[src/rtl/cpu_pkg.sv]
// Shared definitions for the multi-cycle CPU controller: state encoding,
// opcode and ALU constants, mux-select codes, the control word layout and
// the next-state function.
package cpu_pkg;

    typedef enum logic [3:0] {
        IDLE     = 4'd0,
        FETCH    = 4'd1,
        DECODE   = 4'd2,
        EXEC_R   = 4'd3,
        EXEC_I   = 4'd4,
        WB_ALU   = 4'd5,
        MEM_LD   = 4'd6,
        WB_LD    = 4'd7,
        MEM_ST   = 4'd8,
        BRANCH   = 4'd9,
        JUMP     = 4'd10,
        HALT     = 4'd11,
        EXEC_LUI = 4'd12,
        WB_LUI   = 4'd13
    } state_t;

    localparam logic [5:0] OP_LW   = 6'b110000;
    localparam logic [5:0] OP_SW   = 6'b110001;
    localparam logic [5:0] OP_LUI  = 6'b110010;
    localparam logic [5:0] OP_BEQ  = 6'b110011;
    localparam logic [5:0] OP_JMP  = 6'b110101;
    localparam logic [5:0] OP_HALT = 6'b111111;

    localparam logic [3:0] ALU_ADD   = 4'b0000;
    localparam logic [3:0] ALU_PASSB = 4'b1111;

    localparam logic [1:0] SRCB_REGB = 2'b00;
    localparam logic [1:0] SRCB_ONE  = 2'b01;
    localparam logic [1:0] SRCB_SEXT = 2'b10;
    localparam logic [1:0] SRCB_ZEXT = 2'b11;

    localparam logic [1:0] PCSRC_ALU    = 2'b00;
    localparam logic [1:0] PCSRC_BRANCH = 2'b01;
    localparam logic [1:0] PCSRC_JUMP   = 2'b10;

    typedef struct packed {
        logic       pc_write;
        logic       iord;
        logic       mem_read;
        logic       mem_write;
        logic       ir_write;
        logic       mem_to_reg;
        logic       alu_src_a;
        logic       reg_write;
        logic       branch_type;
        logic       lui;
        logic [1:0] pc_source;
        logic [1:0] alu_src_b;
        logic [3:0] alu_op;
        logic       halted;
    } ctrl_t;

    // Opcode classes: 00xxxx R-type, 01xxxx/10xxxx I-type (sign/zero
    // extended immediate), 11xxxx memory/flow instructions.
    function automatic state_t next_state(input state_t cur, input logic [5:0] op);
        state_t nxt;
        case (cur)
            IDLE:     nxt = FETCH;
            FETCH:    nxt = DECODE;
            DECODE: begin
                casez (op)
                    6'b00????:            nxt = EXEC_R;
                    6'b01????, 6'b10????: nxt = EXEC_I;
                    OP_LW:                nxt = MEM_LD;
                    OP_SW:                nxt = MEM_ST;
                    OP_LUI:               nxt = EXEC_LUI;
                    OP_BEQ:               nxt = BRANCH;
                    OP_JMP:               nxt = JUMP;
                    OP_HALT:              nxt = HALT;
                    default:              nxt = FETCH;
                endcase
            end
            EXEC_R:   nxt = WB_ALU;
            EXEC_I:   nxt = WB_ALU;
            MEM_LD:   nxt = WB_LD;
            EXEC_LUI: nxt = WB_LUI;
            WB_ALU:   nxt = FETCH;
            WB_LD:    nxt = FETCH;
            WB_LUI:   nxt = FETCH;
            MEM_ST:   nxt = FETCH;
            BRANCH:   nxt = FETCH;
            JUMP:     nxt = FETCH;
            HALT:     nxt = HALT;
            default:  nxt = IDLE;
        endcase
        return nxt;
    endfunction

endpackage

[src/rtl/ctrl_decode.sv]
// Combinational state-to-control-word decoder. Opcode is only consulted for
// the ALU operation and the immediate extension select in the execute states.
module ctrl_decode
    import cpu_pkg::*;
(
    input  state_t     st,
    input  logic [5:0] opcode,
    output ctrl_t      ctrl
);

    // Every field defaults low; each state raises only the controls it owns.
    always_comb begin
        ctrl = '0;
        case (st)
            FETCH: begin
                ctrl.mem_read  = 1'b1;
                ctrl.ir_write  = 1'b1;
                ctrl.iord      = 1'b0;
                ctrl.alu_src_a = 1'b0;
                ctrl.alu_src_b = SRCB_ONE;
                ctrl.alu_op    = ALU_ADD;
                ctrl.pc_source = PCSRC_ALU;
                ctrl.pc_write  = 1'b1;
            end
            EXEC_R: begin
                ctrl.alu_src_a = 1'b1;
                ctrl.alu_src_b = SRCB_REGB;
                ctrl.alu_op    = opcode[3:0];
            end
            EXEC_I: begin
                ctrl.alu_src_a = 1'b1;
                ctrl.alu_op    = opcode[3:0];
                ctrl.alu_src_b = (opcode[5:4] == 2'b01) ? SRCB_SEXT : SRCB_ZEXT;
            end
            WB_ALU: begin
                ctrl.reg_write  = 1'b1;
                ctrl.mem_to_reg = 1'b0;
            end
            WB_LD: begin
                ctrl.reg_write  = 1'b1;
                ctrl.mem_to_reg = 1'b1;
            end
            MEM_ST: begin
                ctrl.mem_write = 1'b1;
            end
            EXEC_LUI: begin
                ctrl.alu_src_b = SRCB_ZEXT;
                ctrl.alu_op    = ALU_PASSB;
            end
            WB_LUI: begin
                ctrl.reg_write  = 1'b1;
                ctrl.lui        = 1'b1;
                ctrl.mem_to_reg = 1'b0;
            end
            BRANCH: begin
                // PC load is qualified by the datapath's compare result.
                ctrl.branch_type = 1'b1;
                ctrl.pc_source   = PCSRC_BRANCH;
                ctrl.pc_write    = 1'b0;
            end
            JUMP: begin
                ctrl.pc_write  = 1'b1;
                ctrl.pc_source = PCSRC_JUMP;
            end
            HALT: begin
                ctrl.halted = 1'b1;
            end
            default: ctrl = '0;
        endcase
    end

endmodule

[src/rtl/control_fsm.sv]
// Multi-cycle CPU control FSM.
//
//  state    | meaning
//  ---------+-------------------------------------------------
//  IDLE     | post-reset, all controls low
//  FETCH    | read instruction, load IR, PC <= PC + 1
//  DECODE   | dispatch on opcode
//  EXEC_R   | ALU regA op regB
//  EXEC_I   | ALU regA op imm (sign or zero extended)
//  WB_ALU   | write ALU result to register file
//  MEM_LD   | memory read, MDR captures
//  WB_LD    | write MDR to register file
//  MEM_ST   | single-cycle memory write
//  BRANCH   | conditional PC load from branch target
//  JUMP     | unconditional PC load from jump target
//  HALT     | parked until reset
//  EXEC_LUI | ALU passes zero-extended immediate
//  WB_LUI   | write upper-immediate result
//
// The control word is decoded from the next state and registered alongside
// it, so every output is a flop that follows the state register exactly
// (Moore behaviour, no decode glitches) and is cleared by the async reset.
module control_fsm
    import cpu_pkg::*;
(
    input  logic        clk,
    input  logic        reset,
    input  logic [5:0]  opcode,
    output logic        PCWrite,
    output logic        IorD,
    output logic        MemRead,
    output logic        MemWrite,
    output logic        IRWrite,
    output logic        MemtoReg,
    output logic        ALUSrcA,
    output logic        RegWrite,
    output logic        BranchType,
    output logic        LUI,
    output logic [1:0]  PCSource,
    output logic [1:0]  ALUSrcB,
    output logic [3:0]  ALUOp,
    output logic [3:0]  state,
    output logic        halted,
    output logic [15:0] instr_count
);

    state_t      state_q;
    state_t      state_d;
    ctrl_t       ctrl_q;
    ctrl_t       ctrl_d;
    logic [15:0] count_q;

    assign state_d = next_state(state_q, opcode);

    ctrl_decode u_ctrl_decode (
        .st     (state_d),
        .opcode (opcode),
        .ctrl   (ctrl_d)
    );

    // State, registered control word and fetched-instruction counter.
    always_ff @(posedge clk or posedge reset) begin
        if (reset) begin
            state_q <= IDLE;
            ctrl_q  <= '0;
            count_q <= '0;
        end else begin
            state_q <= state_d;
            ctrl_q  <= ctrl_d;
            if (state_q == FETCH) begin
                count_q <= count_q + 16'd1;
            end
        end
    end

    assign PCWrite     = ctrl_q.pc_write;
    assign IorD        = ctrl_q.iord;
    assign MemRead     = ctrl_q.mem_read;
    assign MemWrite    = ctrl_q.mem_write;
    assign IRWrite     = ctrl_q.ir_write;
    assign MemtoReg    = ctrl_q.mem_to_reg;
    assign ALUSrcA     = ctrl_q.alu_src_a;
    assign RegWrite    = ctrl_q.reg_write;
    assign BranchType  = ctrl_q.branch_type;
    assign LUI         = ctrl_q.lui;
    assign PCSource    = ctrl_q.pc_source;
    assign ALUSrcB     = ctrl_q.alu_src_b;
    assign ALUOp       = ctrl_q.alu_op;
    assign halted      = ctrl_q.halted;
    assign state       = state_q;
    assign instr_count = count_q;

endmodule

[config.mk]
export PLATFORM = sky130hd
export DESIGN_NAME = control_fsm
export DESIGN_NICKNAME = d
export VERILOG_FILES = /design/src/rtl/cpu_pkg.sv /design/src/rtl/ctrl_decode.sv /design/src/rtl/control_fsm.sv
export SDC_FILE = /design/constraint.sdc
export NUM_CORES = 1
export LEC_CHECK = 0
export BUFFER_PORTS_ARGS = -buffer_cell sky130_fd_sc_hd__buf_4
export CORE_AREA = 2 2 60 85
export DETAILED_ROUTE_END_ITERATION = 16
export DIE_AREA = 0 0 62 87
export SLEW_MARGIN = 20
export SYNTH_ARGS = -nofsm -noshare
export SYNTH_HDL_FRONTEND = slang
export SYNTH_SLANG_ARGS = --single-unit
[constraint.sdc]
create_clock -name clk -period 2.2 [get_ports clk]
set_input_delay 0.44 -clock clk [delete_from_list [all_inputs] [get_ports clk]]
set_output_delay 0.44 -clock clk [all_outputs]
set_load 0.005 [all_outputs]
==> results.json <==
{
  "synth_top_area_frac": 0.5017,
  "fin_crit_sh": 0.9087,
  "ios": 47,
  "max_freq_mhz": 500.2,
  "maxSlewViolCount": 0,
  "ys.flop_type": "dfrtp_1",
  "setup_viol": 0,
  "grt-ovfl-total": 0,
  "fin_ws_ps": 200.8,
  "num_antenna_cells": 0,
  "std_cell_rows": 30,
  "netlist_area_um2": 1795,
  "r2r_end": "instr_count[15]",
  "die-height_um": 87,
  "p_comb_frac": 0.462,
  "yosys.cell_count.top_type": "dfrtp_1",
  "seq_area_frac_synth": 0.5017,
  "crit_start": "state[0]",
  "min_path_type": "input pin to asynchronous set/reset pin",
  "synthTopCellsByCount": "dfrtp_1, nor2_1, nand2_1",
  "via_per_inst": 4.764,
  "fin_nets": 245,
  "fin_cells": 297,
  "area_delta_synth_final_pct": 31.71,
  "required_ps": 2410,
  "power_frac_seq": 0.367,
  "nFillCells": 454,
  "cts.sinks": 36,
  "ctsHtreeMaxLevel": 2,
  "initial_utilization": 0.3827,
  "power_leakage_uw": 0.001154,
  "pre_cts_ws_ps": 59.39,
  "ys_warn_count": 0,
  "placed_cell_area_um2": 2263,
  "grt_max_degree": 37,
  "ant_nets": 0,
  "wl_per_cell_um": 12.08,
  "core_area_um2": 4692,
  "clkTransAtPathRegs_ps": 80,
  "fp.dieArea_um2": 5394,
  "hold_slack_ps": 255.5,
  "yosys-top-cells-area": "dfrtp_1, xnor2_1, ha_1, nor2_1, xor2_1",
  "fin_area_um2": 2365,
  "start_kind": "flip-flop",
  "fin_crit_ps": 1999,
  "cap_violations": 0,
  "cp_max_fo": 7,
  "grt_pass1_vias": 1359,
  "skew_ps": 9.960,
  "netlist_instances": 174,
  "synth_nets": 187,
  "endpoint": "instr_count[15]",
  "clock_latency_ps": 290,
  "synthArstFlopShare": 1.000,
  "synth-edff-count": 0,
  "netlist-cell-type-count": 47,
  "status": "finished clean",
  "reg2reg_from": "state[0]",
  "fin_setup_tns_ps": 0,
  "p_per_area_nw_per_um2": 1117,
  "hold_viol": 0,
  "grt_pass1_wl_um": 5975,
  "grt.total_usage": 0.1468,
  "worstSetupPathType": "flip-flop to flip-flop",
  "place_inst": 289,
  "drt-pass1-iter-count": 4,
  "synth-seq-cells": 36,
  "crit_path_end_kind": "flip-flop",
  "fp.dieW_um": 62,
  "arrival_ps": 2210,
  "drc": 0,
  "initialDrtViolationCount": 43,
  "switching_share": 0.3501,
  "p_int_uw": 1716,
  "rsz0062_at_grt": "no",
  "drive_above_1_share": 0.3605,
  "cts-buffers-inserted": 5,
  "place.gp.congestion": 0.8622,
  "vias": 1415,
  "power.switching_uw": 924.4,
  "antenna_found_initial": 0,
  "place_hpwl_um": 2808,
  "reg2reg_slack_ps": 200,
  "root_buffer": "clkbuf_8",
  "ir_worst_vdd_v": 0.0004618,
  "clockBufferDepth": 2,
  "finalWirelength_um": 3587,
  "cts_tree": "done",
  "yosysTopAreaCell": "dfrtp_1",
  "avgSynthCellArea_um2": 10.32,
  "io_buffers": 45,
  "clockPowerShare": 0.171,
  "rr_worst_depth": 6
}
==> flip-flops by register name, indices dropped and copies added (netlist names), 2 cells and up <==
name / flops
ALUSrcB: 2
PCSource: 2
state: 4
instr_count: 16
ALUOp: 4
==> routing by layer <==
metal  GRT usage  up-vias  wire (um)
met3     0.03418        8        191
met5           0        -          0
met2      0.2396       38       1789
li1            -      699          -
met1      0.1703      670       1494
met4     0.08124        0        112
==> metrics by stage <==
step | util | total power [uW]
6_report | 0.5040 | 2641
3_5_place_dp | 0.4824 | 2212
5_1_grt | 0.5040 | 2853
4_1_cts | 0.5011 | 2671
3_3_place_gp | 0.4824 | 2195
2_1_floorplan | - | 1604
==> power groups by stage <==
stage / logic (uW) / registers, uW / clock network (uW)
after floorplan: 634 / 970 / 0
after global placement: 1210 / 987 / 0
after detailed placement: 1230 / 987 / 0
after CTS: 1230 / 974 / 467
after global routing: 1360 / 995 / 495
final: 1220 / 970 / 450
==> what timing repair did <==
item,4_1_cts,5_1_grt
hold buffers,0,0
gates resized for setup,0,3
setup endpoints to repair,0,4
setup buffers,0,0
==> how the worst min path moves through the flow <==
stage          depth (start not counted)             from         endpoint  slack (ps)
6_report                               3            reset  instr_count[14]         260
5_1_grt                                3            reset  instr_count[10]         290
3_5_place_dp                           1  instr_count[15]  instr_count[15]         460
3_3_place_gp                           1  instr_count[15]  instr_count[15]         460
2_1_floorplan                          1  instr_count[15]  instr_count[15]         460
4_1_cts                                3            reset  instr_count[10]         270
==> cell usage in the layout, fill, tap and decap left out, types with 3 or more instances in the layout <==
| cell type | n |
|---|---|
| buf_4 | 61 |
| dfrtp_1 | 36 |
| nor2_1 | 15 |
| nand2_1 | 13 |
| xnor2_1 | 12 |
| inv_1 | 9 |
| xor2_1 | 6 |
| nand3_1 | 6 |
| a21oi_1 | 6 |
| ha_1 | 5 |
| clkbuf_8 | 5 |
| nand4_1 | 4 |
| nor3_1 | 4 |
| o21ai_1 | 4 |
| nor3b_1 | 3 |
| nor2b_1 | 3 |
==> cell type report <==
type / instances / area (um2) / share of cell area
clock buffer: 5 / 68.82 / 0.02910
clock inverter: 3 / 18.77 / 0.007937
inverter: 11 / 45.04 / 0.01905
multi-input combinational: 117 / 793.3 / 0.3354
sequential: 36 / 900.9 / 0.3810
tap: 64 / 80.08 / 0.03386
timing repair buffer: 61 / 457.9 / 0.1937
==> critical path: stages (launching register included) <==
cell and delay, ps:
dfrtp_1 500, nor4b_4 380, and4_4 300, nand2_2 70, or3_4 430, nor2_2 100
xor2_1 150
==> logic make-up after synthesis <==
| family | after synthesis | synth area share |
|---|---|---|
| multiplexers | 1 | 0.006271 |
| AO/OA/AOI/OAI | 25 | 0.09478 |
| other | 1 | 0.002089 |
| AND/OR/NAND/NOR | 67 | 0.2105 |
| buffers and inverters | 21 | 0.06201 |
| XOR/XNOR | 18 | 0.08780 |
| flip-flops | 36 | 0.5017 |
| adder cells (fa/ha/maj) | 5 | 0.03484 |
Power figures use the tool's default switching activity.
